$ cat src/rtl/serial_subtractor_4bit_pkg.sv
// rtl/serial_subtractor_4bit_pkg.sv - shared constants and types for the serial subtractor
// Holds the FSM state encoding, LEDR bit positions, default sizes and the
// start-key edge helper used by serial_subtractor_4bit.
package serial_subtractor_4bit_pkg;

   localparam int WIDTH_DEF       = 4;
   localparam int SYNC_STAGES_DEF = 2;

   typedef enum logic [1:0] {
      ST_IDLE  = 2'd0,
      ST_LOAD  = 2'd1,
      ST_SHIFT = 2'd2,
      ST_DONE  = 2'd3
   } state_t;

   localparam int LED_OVF  = 6;
   localparam int LED_DONE = 7;
   localparam int LED_BUSY = 8;
   localparam int LED_BOUT = 9;

   // KEY[1] is active-low, so a press is a 1->0 transition.
   function automatic logic press_edge(input logic prev, input logic cur);
      return prev & ~cur;
   endfunction

endpackage

$ cat src/rtl/serial_subtractor_4bit_full_subtractor.sv
// rtl/serial_subtractor_4bit_full_subtractor.sv - gate-level one-bit full subtractor cell
// Ports: a, b   operand bits
//        bin    borrow in
//        d      difference bit  (a - b - bin)
//        bout   borrow out
module full_subtractor_1_bit
   import serial_subtractor_4bit_pkg::*;
(
   input  logic a,
   input  logic b,
   input  logic bin,
   output logic d,
   output logic bout
);

   logic a_xor_b;

   assign a_xor_b = a ^ b;
   assign d       = a_xor_b ^ bin;
   assign bout    = (~a & b) | (~a_xor_b & bin);

endmodule

$ cat src/rtl/serial_subtractor_4bit.sv
// rtl/serial_subtractor_4bit.sv - bit-serial subtractor D = A - B - Bin, LSB first
// Ports: CLOCK_50      system clock, rising edge
//        KEY[0]        asynchronous active-low reset
//        KEY[1]        start, active-low, asynchronous to CLOCK_50
//        SW[3:0] = A, SW[7:4] = B, SW[9] = Bin, SW[8] unused
//        LEDR[3:0] = D, LEDR[6] = overflow, LEDR[7] = done,
//        LEDR[8] = busy, LEDR[9] = borrow out, LEDR[5:4] = 0
// Optional feature: define SERIAL_SUB_OVERFLOW_EN for two's-complement overflow on LEDR[6].
module serial_subtractor_4bit
   import serial_subtractor_4bit_pkg::*;
#(
   parameter int WIDTH       = WIDTH_DEF,
   parameter int SYNC_STAGES = SYNC_STAGES_DEF
)
(
   input  logic       CLOCK_50,
   input  logic [1:0] KEY,
   input  logic [9:0] SW,
   output logic [9:0] LEDR
);

   localparam int            CW       = (WIDTH > 1) ? $clog2(WIDTH) : 1;
   localparam logic [CW-1:0] LAST_BIT = CW'(WIDTH - 1);

   logic rst_n;
   assign rst_n = KEY[0];

   logic unused_sw;
   assign unused_sw = SW[8];

   // Start synchroniser; flops idle at 1 (key released) so reset release
   // never looks like a press.
   logic [SYNC_STAGES-1:0] sync_q;
   logic                   key_prev_q;
   logic                   start_pulse;

   always_ff @(posedge CLOCK_50 or negedge rst_n) begin
      if (!rst_n) begin
         sync_q     <= '1;
         key_prev_q <= 1'b1;
      end else begin
         sync_q     <= {sync_q[SYNC_STAGES-2:0], KEY[1]};
         key_prev_q <= sync_q[SYNC_STAGES-1];
      end
   end

   assign start_pulse = press_edge(key_prev_q, sync_q[SYNC_STAGES-1]);

   // FSM
   state_t state_q, state_d;
   logic   enter_load;
   logic   shift_en;
   logic   finish;
   logic [CW-1:0] cnt_q;

   always_ff @(posedge CLOCK_50 or negedge rst_n) begin
      if (!rst_n) state_q <= ST_IDLE;
      else        state_q <= state_d;
   end

   always_comb begin
      state_d    = state_q;
      enter_load = 1'b0;
      shift_en   = 1'b0;
      finish     = 1'b0;
      case (state_q)
         ST_IDLE, ST_DONE: begin
            if (start_pulse) begin
               state_d    = ST_LOAD;
               enter_load = 1'b1;
            end
         end
         ST_LOAD: state_d = ST_SHIFT;
         ST_SHIFT: begin
            shift_en = 1'b1;
            if (cnt_q == LAST_BIT) begin
               state_d = ST_DONE;
               finish  = 1'b1;
            end
         end
         default: state_d = ST_IDLE;
      endcase
   end

   // Datapath: operands are captured on the way into LOAD, so later SW
   // activity cannot reach the running operation.
   logic [WIDTH-1:0] a_sr_q, b_sr_q, res_q, d_q;
   logic             borrow_q, bout_q, done_q, busy_q;
   logic             d_bit, bout_bit;
   logic [WIDTH-1:0] res_next;

   full_subtractor_1_bit u_cell (
      .a    (a_sr_q[0]),
      .b    (b_sr_q[0]),
      .bin  (borrow_q),
      .d    (d_bit),
      .bout (bout_bit)
   );

   assign res_next = {d_bit, res_q[WIDTH-1:1]};

   always_ff @(posedge CLOCK_50 or negedge rst_n) begin
      if (!rst_n) begin
         a_sr_q   <= '0;
         b_sr_q   <= '0;
         res_q    <= '0;
         d_q      <= '0;
         borrow_q <= 1'b0;
         bout_q   <= 1'b0;
         done_q   <= 1'b0;
         busy_q   <= 1'b0;
         cnt_q    <= '0;
      end else if (enter_load) begin
         a_sr_q   <= SW[WIDTH-1:0];
         b_sr_q   <= SW[4 +: WIDTH];
         borrow_q <= SW[9];
         res_q    <= '0;
         d_q      <= '0;
         bout_q   <= 1'b0;
         done_q   <= 1'b0;
         busy_q   <= 1'b1;
         cnt_q    <= '0;
      end else if (shift_en) begin
         res_q    <= res_next;
         a_sr_q   <= a_sr_q >> 1;
         b_sr_q   <= b_sr_q >> 1;
         borrow_q <= bout_bit;
         cnt_q    <= cnt_q + 1'b1;
         if (finish) begin
            d_q    <= res_next;
            bout_q <= bout_bit;
            done_q <= 1'b1;
            busy_q <= 1'b0;
         end
      end
   end

   logic ovf_led;

`ifdef SERIAL_SUB_OVERFLOW_EN
   // Operand sign bits are kept separately because the shift registers
   // have been emptied by the time the result is complete.
   logic a_msb_q, b_msb_q, ovf_q;

   always_ff @(posedge CLOCK_50 or negedge rst_n) begin
      if (!rst_n) begin
         a_msb_q <= 1'b0;
         b_msb_q <= 1'b0;
         ovf_q   <= 1'b0;
      end else if (enter_load) begin
         a_msb_q <= SW[WIDTH-1];
         b_msb_q <= SW[4 + WIDTH - 1];
         ovf_q   <= 1'b0;
      end else if (finish) begin
         // d_bit is the result MSB on the final shift.
         ovf_q   <= (a_msb_q ^ b_msb_q) & (d_bit ^ a_msb_q);
      end
   end

   assign ovf_led = ovf_q;
`else
   assign ovf_led = 1'b0;
`endif

   always_comb begin
      LEDR              = '0;
      LEDR[WIDTH-1:0]   = d_q;
      LEDR[LED_OVF]     = ovf_led;
      LEDR[LED_DONE]    = done_q;
      LEDR[LED_BUSY]    = busy_q;
      LEDR[LED_BOUT]    = bout_q;
   end

endmodule

$ cat config.mk
export PLATFORM = sky130hd
export DESIGN_NAME = serial_subtractor_4bit
export DESIGN_NICKNAME = d
export VERILOG_FILES = /design/src/rtl/serial_subtractor_4bit_pkg.sv /design/src/rtl/serial_subtractor_4bit_full_subtractor.sv /design/src/rtl/serial_subtractor_4bit.sv
export SDC_FILE = /design/constraint.sdc
export NUM_CORES = 1
export LEC_CHECK = 0
export CAP_MARGIN = 20
export CORE_UTILIZATION = 53
export CTS_BUF_LIST = sky130_fd_sc_hd__clkbuf_16
export DETAILED_ROUTE_END_ITERATION = 16
export PLACE_DENSITY = 0.94
export SLEW_MARGIN = 40
export SYNTH_ARGS = -nofsm -noshare
export SYNTH_HDL_FRONTEND = slang
export SYNTH_SLANG_ARGS = --single-unit
$ cat constraint.sdc
create_clock -name CLOCK_50 -period 2.9 [get_ports CLOCK_50]
set_clock_uncertainty 0.15 [all_clocks]
set_input_delay 0.58 -clock CLOCK_50 [delete_from_list [all_inputs] [get_ports CLOCK_50]]
set_output_delay 0.58 -clock CLOCK_50 [all_outputs]
set_load 0.01 [all_outputs]
==> qor.csv <==
stage;metric;value;unit
die;core_region_area;2020;um2
sta;drv_slew;0;
run;drv_cap;0;
clocking;cts_sinks;26;
clocking;cts_tree;done;
clocking;clk-insertion-delay-late;250;ps
sta;tns;0;ps
sta;tightest_slew;722;ps
die;start_util;58.0;%
placed_design;dpl.hpwl;1240;um
global_routing;grt_pass1_vias;772;
placed_design;port_buffers;18;
sta;rsz0062_at_grt;false;
pwr;power_leakage;0.631;nW
detailed_routing;route.met3.wl;69;um
worst_setup_path;worstPathMaxFanout;23;
yosys;synth_cells;110;
cells_and_area;area_growth;21.1;%
detailed_routing;wirelength_met1;771;um
detailed_routing;met2_wirelength;888;um
yosys;synth_top_area_share;49.1;%
worst_setup_path;path_cells;inv_1 > ha_1 > and3b_1 > buf_4 > nor2_1;
worst_setup_path;cp_slowest_cell;and3b_1;
yosys;syn_avg_cell_area;10.7;um2
worst_setup_path;required;2880;ps
detailed_routing;ant_nets;0;
yosys;netlist_top_cells_area;dfrtp_1 (49%), mux2i_1 (9.4%), dfstp_2 (6.7%);
detailed_routing;drt-wirelength-per-cell;11.3;um
die;die_width;49.0;um
cells_and_area;fillers;148;
global_routing;grt_pass1_wl;3330;um
sta;fin_crit_sh;67.3;%
clocking;numCtsBuffers;3;
yosys;synth_seq_area_share;55.8;%
yosys;synth_area;1170;um2
clocking;cts_setup_buffers;0;
sta;hold_viol;0;
clocking;ctsRootBufferMaster;clkbuf_16;
worst_hold_path;hp-class;reg2reg;
worst_setup_path;arrival;1930;ps
detailed_routing;routed_wl;1730;um
die;die_area;2400;um2
cells_and_area;final_common_cell;dfrtp_1;
worst_setup_path;slowest_delay;640;ps
yosys;synth_top_cell_by_area;dfrtp_1;
cells_and_area;final_cell_mix;dfrtp_1 (23), clkdlybuf4s50_1 (18), nand2_1 (15), mux2i_1 (11), o21ai_1 (9);
placed_design;gp_congestion;0.815;
detailed_routing;top_layer;met3;
die;rows;16;
cells_and_area;fin_nets;144;
clocking;cts-hold-fix-buffers;0;
clocking;cts_buffer_depth;2;
worst_setup_path;critPathKind;reg2reg;
worst_setup_path;crit_path_end_kind;flop;
pwr;ir_drop;513;uV
outcome;status;complete, no violations;
detailed_routing;drc;0;
die;ios;23;
cells_and_area;drive_gt1_share;7.94;%
cells_and_area;multi_input_area;435;um2
cells_and_area;diodes;0;
global_routing;track_usage;18.0;%
worst_setup_path;setup.worst_path.start_class;flop;
yosys;synth_cell_type_count;22;
yosys;ys_warn_count;0;
detailed_routing;drt_first_pass_iters;4;
global_routing;grt-ovfl-total;0;
pwr;finalPower;0.00128;W
detailed_routing;viasPerCell;5.09;
sta;relSlewSlack;51.9;%
global_routing;antenna_found_initial;0;
cells_and_area;regArea;654;um2
sta;max_freq;513;MHz
detailed_routing;dr.first_iter.drc_count;16;
global_routing;grt_max_degree;24;
die;die_h;49.0;um
detailed_routing;via_count;779;
pwr;cellPowerDensity;903;nW/um2
clocking;htreeDepth;1;
clocking;cts_resized;0;
sta;finalCriticalPeriod;1950;ps
sta;setup_viol;0;
clocking;clk_pin_slew;60;ps
yosys;ys_ff_latch;26;
[synthesized netlist by cell type]
cell type and number:
o21ai_1 9, dfrtp_1 23, fa_1 1, nand3_1 4, nand2_2 1, ha_1 3, or2_0 1, and3b_1 1
mux2i_1 11, buf_4 8, xnor2_1 1, a21oi_1 7, nor2b_1 1, nand2_1 15, nand2b_1 3, a21o_1 1
nor2_1 6, conb_1 1, dfstp_2 3, inv_1 4, o21ai_0 3, buf_2 3
[sequential cells by signal, summed over array words and instances (netlist names), 2 cells and up]
register	cells
cnt_q	2
state_q	2
sync_q	2
d_q	4
res_q	3
b_sr_q	4
a_sr_q	4
[metrics by stage]
stage / utilization [%] / std cells / setup slack [ps] / area (um2) / hold slack (ps)
after floorplan: - / 112 / 1470 / 1180 / 134
after global placement: 66.3 / 149 / 1020 / 1340 / 196
after detailed placement: 66.3 / 149 / 958 / 1340 / 199
after CTS: 70.2 / 153 / 939 / 1420 / 208
after global routing: 70.2 / 153 / 741 / 1420 / 213
final: 70.2 / 153 / 950 / 1420 / 207
[worst max-delay path, delay by kind of cell, from the launching register on]
kind	cells	cell delay [ps]
flops	1	350
simple gates	2	700
fa+ha+maj	1	300
buf+inv	2	330
[metal layers]
layer / vias to the layer above / GRT usage [%]
met4: 0 / 4.41
met5: - / 0
li1: 380 / -
met3: 0 / 4.05
met1: 377 / 22.9
met2: 22 / 31.0
[area by class of cell]
type | count | area share, %
multi-input combinational | 71 | 30.7
inverter | 4 | 1.06
timing repair buffer | 21 | 14.3
clock buffer | 3 | 5.29
tap | 27 | 2.38
sequential | 26 | 46.1
clock inverter | 1 | 0.264
[logic make-up (layout without fill, tap and decap cells)]
family                     count (synthesis)  in the layout  synth area share, %
adders and majority gates                  4              4                 4.91
AOI/OAI and AO/OA                         20             20                 8.75
and+or+nand+nor                           32             32                 12.4
other                                      1              3                0.320
muxes                                     11             11                 9.39
DFF                                       26             26                 55.8
buffers and inverters                     15             29                 7.68
xor gates and xnor gates                   1              1                0.747
[power by group]
group | leakage (nW) | internal, W | total [W] | switching, W
logic | 0.266 | 0.000213 | 0.000440 | 0.000227
registers | 0.323 | 0.000483 | 0.000550 | 0.0000673
clock network | 0.0423 | 0.000184 | 0.000292 | 0.000109
total | 0.631 | 0.000879 | 0.00128 | 0.000403
[path summary, 6_finish.rpt]
kind | start | end | slack [ps] | cells after the start
max reg2reg | state_q[0] | res_q[3] | 950 | 5
min reg2reg | sync_q[0] | sync_q[1] | 210 | 0
max in group asynchronous | KEY[0] | done_q | 1510 | 2
min in group asynchronous | KEY[0] | b_sr_q[1] | 510 | 1
max | state_q[0] | res_q[3] | 950 | 5
min | sync_q[0] | sync_q[1] | 210 | 0
No activity file was read; power rests on OpenSTA's default activity.
